**config.mk**
```make
export PLATFORM = sky130hd
export DESIGN_NAME = intc_cpu_if
export DESIGN_NICKNAME = d
export VERILOG_FILES = /design/src/rtl/intc_cpu_if.sv
export SDC_FILE = /design/constraint.sdc
export NUM_CORES = 1
export LEC_CHECK = 0
export BUFFER_PORTS_ARGS = -buffer_cell sky130_fd_sc_hd__buf_4
export CAP_MARGIN = 20
export CORE_UTILIZATION = 49
export DETAILED_ROUTE_END_ITERATION = 12
export PLACE_DENSITY = 0.85
export SYNTH_ARGS = -nofsm -noshare
export SYNTH_HDL_FRONTEND = slang
export SYNTH_SLANG_ARGS = --single-unit
```
**constraint.sdc**
```tcl
create_clock -name clk -period 2 [get_ports clk]
set_clock_uncertainty 0.1 [all_clocks]
set_input_delay 0.4 -clock clk [delete_from_list [all_inputs] [get_ports clk]]
set_output_delay 0.4 -clock clk [all_outputs]
set_load 0.005 [all_outputs]
```
**src/rtl/intc_cpu_if.sv**
```systemverilog
// CPU-side interrupt presenter: holds one selected interrupt toward the CPU and
// sequences the acknowledge. Optional preemption under `INTC_CPU_IF_PREEMPT_EN.
module intc_cpu_if #(
    parameter int unsigned GUARD_CYC = 2
) (
    input  logic       clk,
    input  logic       rst,
    input  logic       sl_req_i,
    input  logic [4:0] sl_level_i,
    input  logic [7:0] sl_vec_i,
    input  logic [3:0] cpu_imask_i,
    input  logic       cpu_ack_i,
    output logic       cpu_int_o,
    output logic [4:0] cpu_level_o,
    output logic [7:0] cpu_vec_o,
    output logic       cp_intack_all_o,
    output logic       ack_pulse_o,
    output logic [7:0] ack_vec_o,
    output logic       spur_ack_o
);
    typedef enum logic [1:0] {S_IDLE, S_REQ, S_ACK, S_GUARD} state_e;

    state_e     state_q, state_d;
    logic [3:0] cnt_q, cnt_d;
    logic [4:0] lvl_q, lvl_d;
    logic [7:0] vec_q, vec_d;
    logic       int_q, iack_q, apulse_q, spur_q;
    logic [7:0] avec_q;
    logic       elig;

    // Level 16 exceeds any 4-bit mask, so NMI/ERR is always eligible.
    assign elig = sl_req_i && (sl_level_i > {1'b0, cpu_imask_i});

    always_comb begin
        state_d = state_q;
        cnt_d   = cnt_q;
        lvl_d   = lvl_q;
        vec_d   = vec_q;
        unique case (state_q)
            S_IDLE: begin
                if (elig) begin
                    state_d = S_REQ;
                    lvl_d   = sl_level_i;
                    vec_d   = sl_vec_i;
                end
            end
            S_REQ: begin
                if (cpu_ack_i) begin
                    state_d = S_ACK;
                end else if (!elig) begin
                    state_d = S_IDLE;
`ifdef INTC_CPU_IF_PREEMPT_EN
                end else if (sl_level_i > lvl_q) begin
                    lvl_d = sl_level_i;
                    vec_d = sl_vec_i;
`endif
                end
            end
            S_ACK: begin
                state_d = S_GUARD;
                cnt_d   = 4'(GUARD_CYC);
            end
            S_GUARD: begin
                if (cnt_q <= 4'd1) begin
                    state_d = S_IDLE;
                    cnt_d   = 4'd0;
                end else begin
                    cnt_d = cnt_q - 4'd1;
                end
            end
            default: state_d = S_IDLE;
        endcase
    end

    // Outputs are decoded from the next state so every output is a flop.
    always_ff @(posedge clk or posedge rst) begin
        if (rst) begin
            state_q  <= S_IDLE;
            cnt_q    <= 4'd0;
            lvl_q    <= 5'd0;
            vec_q    <= 8'd0;
            int_q    <= 1'b0;
            iack_q   <= 1'b0;
            apulse_q <= 1'b0;
            avec_q   <= 8'd0;
            spur_q   <= 1'b0;
        end else begin
            state_q  <= state_d;
            cnt_q    <= cnt_d;
            lvl_q    <= lvl_d;
            vec_q    <= vec_d;
            int_q    <= (state_d == S_REQ);
            iack_q   <= (state_d == S_ACK) || (state_d == S_GUARD);
            apulse_q <= (state_d == S_ACK);
            avec_q   <= (state_d == S_ACK) ? vec_q : 8'd0;
            spur_q   <= cpu_ack_i && (state_q != S_REQ);
        end
    end

    assign cpu_int_o       = int_q;
    assign cpu_level_o     = lvl_q;
    assign cpu_vec_o       = vec_q;
    assign cp_intack_all_o = iack_q;
    assign ack_pulse_o     = apulse_q;
    assign ack_vec_o       = avec_q;
    assign spur_ack_o      = spur_q;
endmodule
```
==> results.cfg, run 1 <==
[clock_tree]
cts.htree.levels = 2
cts_tree = built
clk_pin_slew_ps = 90
cts_hold_buf = 0
cts_buffers = 5
post-cts-setup-buffers = 0
clockRootBuffer = clkbuf_4
cts.sinks = 31
clockBufferDepth = 2
cts_resized = 0
clk_latency_ps = 310

[power]
p_per_area_mw_per_mm2 = 1304
irDropWorstVdd_v = 0.001011
power.leakage_uw = 0.0009572

[timing]
setup-tns-final_ps = 0
rsz0062_at_grt = no
setup_viol = 0
finalMaxSlewViolations = 0
fin_crit_sh_pct = 86.42
clock.fmax_mhz = 578.6
final_hold_viol_count = 0
fin_crit_ps = 1728
max-slew-margin-rel_pct = 75.25
worst_pin_slew_ps = 371.3
hold-worst-slack_ps = 53.87

[die]
start_util_pct = 53.27
core_mm2 = 0.002567
die_area_mm2 = 0.003006
ios = 46
num_rows = 18
die_y_um = 54.83
die_x_um = 54.83

[final_layout]
stdcell_count = 187
insertedDiodeCount = 0
layout-drive-gt1-share_pct = 45.22
area_growth_pct = 30.74
layout.nets = 185
fin_util_pct = 69.64

[setup_path]
crit_fanout = 3
rrSetupSlack_ps = 340
critPathTopFamily = simple AND/OR/NAND/NOR gates
r2r_end = cpu_level_o[0]
path_buf_inv = 2
r2r_cells = 5
required_ps = 2100
worstPathArrival_ps = 1830
crit_type = in2reg
cp-end-kind = flip-flop
max_stage_delay_ps = 320
r2r_start = state_q[1]
crit_path_cell_trace = buf_4 -> ha_1 -> nand3_1 -> o221ai_2 -> nor2b_4 -> buf_4 -> mux2_2
crit_path_frequent_cell = buf_4
critical-path-slowest-cell = ha_1
critPathLaunchType = primary input

[synth]
synth_top_area_share_pct = 56.72
syn-num-nets = 133
synth_area_mm2 = 0.001368
synth-edff-count = 0
synth_seq_area_share_pct = 56.72
synth-main-ff-cell = dfrtp_1
synth.largest_area_cell = dfrtp_1
yosysMostFrequentCell = dfrtp_1
ys_types = 26
synth-seq-cells = 31
synth-warning-count = 0
synth-async-reset-ratio_pct = 100.0
syn_inst = 106
yosys-top-cells-area = dfrtp_1 57%, mux2_4 11%, ha_1 5.5%, and3_1 3.7%, o21ai_0 3.3%
syn_area_per_cell_um2 = 12.90
synth_common_cells = 31 x dfrtp_1, 11 x inv_1, 10 x mux2_4

[placement]
hpwl_um = 2106
port-buffer-count = 45
place_inst = 181
place.gp.congestion = 0.8613

[global_route]
grt_max_degree = 32
grt_pass1_vias = 974
grt_antenna_before_repair = 0
grt_first_pass_wirelength_um = 4291
grt_overflow = 0
track_usage_pct = 21.09

[route]
ant_nets = 0
vias = 1002
drt_pass1_iterations = 4
drt_iter0_markers = 18
routed_via_density = 5.358
drcViolationCount = 0
wirelength_um = 2733
wl_per_cell_um = 14.61

[hold_path]
hold_path.class = in2async

[status]
outcome = complete, no violations

[run]
max_cap_violations = 0
## cell usage in the layout, fill, tap and decap left out
| cell | netlist | final |
|---|---|---|
| mux2i_1 | 1 | 1 |
| o211ai_2 | 1 | 1 |
| and2_1 | 1 | 1 |
| buf_12 | 1 | 1 |
| mux2_4 | 10 | 10 |
| o2111ai_1 | 1 | 1 |
| nand3_1 | 2 | 2 |
| o221ai_2 | 1 | 1 |
| nor2_2 | 1 | 1 |
| o21ai_0 | 9 | 9 |
| a211oi_1 | 1 | 1 |
| buf_4 | 0 | 48 |
| clkbuf_1 | 2 | 1 |
| nor2b_4 | 1 | 1 |
| inv_1 | 11 | 11 |
| ha_1 | 6 | 6 |
| clkbuf_4 | 0 | 5 |
| and3_1 | 8 | 8 |
| nor2_1 | 5 | 5 |
| nand2b_1 | 1 | 1 |
| mux2_2 | 3 | 3 |
| nor3_1 | 1 | 1 |
| nand4_1 | 2 | 2 |
| a21boi_0 | 1 | 1 |
| dfrtp_1 | 31 | 31 |
| nand2_1 | 2 | 2 |
| a21oi_1 | 2 | 2 |
## cells by family (layout without fill, tap and decap cells)
logic type | Yosys count | after routing | synth area share [%]
flip-flops | 31 | 31 | 56.72
AND/OR/NAND/NOR | 24 | 24 | 9.973
AO/OA/AOI/OAI | 16 | 16 | 7.777
buffers and inverters | 15 | 66 | 5.856
multiplexers | 14 | 14 | 14.18
adder cells (fa/ha/maj) | 6 | 6 | 5.489
## worst max-delay path by stage
| stage | start | to | depth (start not counted) | slack (ps) |
|---|---|---|---|---|
| after CTS | sl_level_i[3] | cpu_vec_o[2] | 7 | 270 |
| after global placement | sl_level_i[3] | cpu_vec_o[1] | 7 | 9 |
| after detailed placement | sl_level_i[3] | cpu_vec_o[2] | 7 | -70 |
| after global routing | sl_level_i[3] | cpu_level_o[0] | 7 | 200 |
| final | sl_level_i[3] | cpu_level_o[0] | 7 | 270 |
| after floorplan | cpu_imask_i[3] | cpu_level_o[3] | 7 | 140 |
## routing by layer
layer  routed length (µm)  track usage (%)  vias up
met5                    0                0        -
met4                   22            6.410        0
met3                  190            8.056        4
met2                 1497            36.14       46
met1                 1022            23.99      488
li1                     -                -      464
## flip-flops by register name, summed over array words and instances, names as in the netlist
register,cells
ack_vec_o,8
cpu_vec_o,8
cpu_level_o,5
cnt_q,4
state_q,2
ack_pulse_o,1
cp_intack_all_o,1
cpu_int_o,1
spur_ack_o,1
## through the flow
stage | setup WS (ps) | cell area [µm²] | power, µW
4_1_cts | 273.9 | 1788 | 2350
3_5_place_dp | -66.60 | 1747 | 2038
5_1_grt | 197.9 | 1788 | 2516
6_report | 271.6 | 1788 | 2332
3_3_place_gp | 9.483 | 1747 | 1972
2_1_floorplan | 139.1 | 1368 | 1579
## worst register-to-register path, stage by stage (launching register included)
cell and delay (ps):
dfrtp_1 500, nor2_2 180, o211ai_2 130, nor2b_4 170, buf_4 140, mux2_2 330
## area by class of cell
type                       count  area (µm²)
timing repair buffer          49       380.4
clock buffer                   6       41.29
inverter                      11       41.29
tap                           30       37.54
sequential                    31       775.7
fill                         210       779.5
multi-input combinational     60       511.7
## report_power, final
group	internal [µW]	switching, µW	leakage, µW
clock network	125	182	0.0000242
registers	871	194	0.000390
logic	573	386	0.000543
total	1570	763	0.000957
(Power assumes the default switching activity.)
==> inputs of run 2 (changes only) <==
Settings changed: CORE_UTILIZATION 49 to 29, PLACE_DENSITY 0.85 to 0.58.
==> results.cfg, run 2 (synthesis results as in run 1) <==
[placement]
port-buffer-count = 45
place.gp.congestion = 0.7326
hpwl_um = 2194

[clock_tree]
clk_latency_ps = 280
cts.sinks = 31
cts_tree = built
clockBufferDepth = 2
cts_resized = 0
clk_pin_slew_ps = 60
cts_hold_buf = 0
cts.htree.levels = 2
cts_buffers = 5
clockRootBuffer = clkbuf_8
post-cts-setup-buffers = 0

[status]
outcome = finished, violations left
violations = design-rule violations

[route]
routed_via_density = 4.524
wl_per_cell_um = 13.58
ant_nets = 0
drcViolationCount = 4
drt_iter0_markers = 96
vias = 959
wirelength_um = 2878
drt_pass1_iterations = 8

[timing]
fin_crit_ps = 1773
max-slew-margin-rel_pct = 73.89
setup_viol = 0
final_hold_viol_count = 0
finalMaxSlewViolations = 0
clock.fmax_mhz = 564.0
rsz0062_at_grt = no
fin_crit_sh_pct = 88.65
worst_pin_slew_ps = 387.6

[global_route]
grt_pass1_vias = 1023
track_usage_pct = 13.05
grt_max_degree = 32
grt_first_pass_wirelength_um = 4864
grt_antenna_before_repair = 0
grt_overflow = 0

[final_layout]
fillerInstances = 421
layout.nets = 186
layout_common_cells = 49 x buf_4, 31 x dfrtp_1, 11 x inv_1
final_common_cell = buf_4
area_growth_pct = 36.23
fin_util_pct = 41.92
layout-drive-gt1-share_pct = 45.63
insertedDiodeCount = 0

[die]
ios = 46
die_area_mm2 = 0.004994
start_util_pct = 30.77
die_x_um = 70.67
core_mm2 = 0.004444
die_y_um = 70.67
num_rows = 24

[power]
irDropWorstVdd_v = 0.0004830
p_per_area_mw_per_mm2 = 1338
power.leakage_uw = 0.0009794
fin_total_pwr_uw = 2493

[hold_path]
hold_path.class = in2async

[setup_path]
crit_type = in2reg
required_ps = 2060
cp-end-kind = flip-flop
worstPathArrival_ps = 1830
critPathLaunchType = primary input
crit_fanout = 11
r2r_cells = 5

[run]
max_cap_violations = 0
## run 2: critical path, stage by stage
cell	delay, ps
buf_4	110
ha_1	310
nand3_1	100
o221ai_2	200
nor2b_4	210
buf_12	160
mux2_2	340
## run 2: through the flow
stage	hold WS, ps	setup TNS, ps	instances	instance area, µm²	worst slack (ps)
final	95.14	0	212	1863	227.0
after global routing	147.6	0	212	1863	154.9
after CTS	109.8	0	212	1863	234.5
after detailed placement	404.3	-303.6	204	1782	-55.88
after global placement	398.7	-0.09348	204	1782	-0.09348
after floorplan	380.3	0	106	1368	139.1
## run 2: area by class of cell
cell class / count / area (µm²) / area share (%)
clock buffers: 7 / 76.32 / 4.097
repair buffers: 50 / 387.9 / 20.82
inverters: 11 / 41.29 / 2.216
well taps: 52 / 65.06 / 3.492
clock inverters: 1 / 5.005 / 0.2686
flip-flops and latches: 31 / 775.7 / 41.64
multi-input cells: 60 / 511.7 / 27.47
## run 2: per-layer routing
metal | up-vias | share of wire (%) | global-route usage [%]
li1 | 467 | - | -
met1 | 461 | 40 | 14.27
met2 | 29 | 54 | 23.30
met3 | 2 | 5.2 | 4.843
met4 | 0 | 0.59 | 4.667
met5 | - | 0 | 0
## run 2: final timing paths
check	start	to	slack [ps]
max	sl_level_i[3]	cpu_level_o[1]	230
min in group clk	sl_vec_i[0]	cpu_vec_o[0]	250
min reg2reg	cpu_level_o[0]	cpu_level_o[0]	420
max reg2reg	cnt_q[0]	cnt_q[3]	420
max in group asynchronous	rst	cpu_level_o[0]	1420
min	rst	cp_intack_all_o	100
## run 2: where the power goes
part	internal [µW]	switching (µW)	leakage (µW)	total, µW
sequential	874	167	0.000390	1040
clock	243	216	0.0000422	459
combinational	584	408	0.000548	993
total	1700	791	0.000979	2490
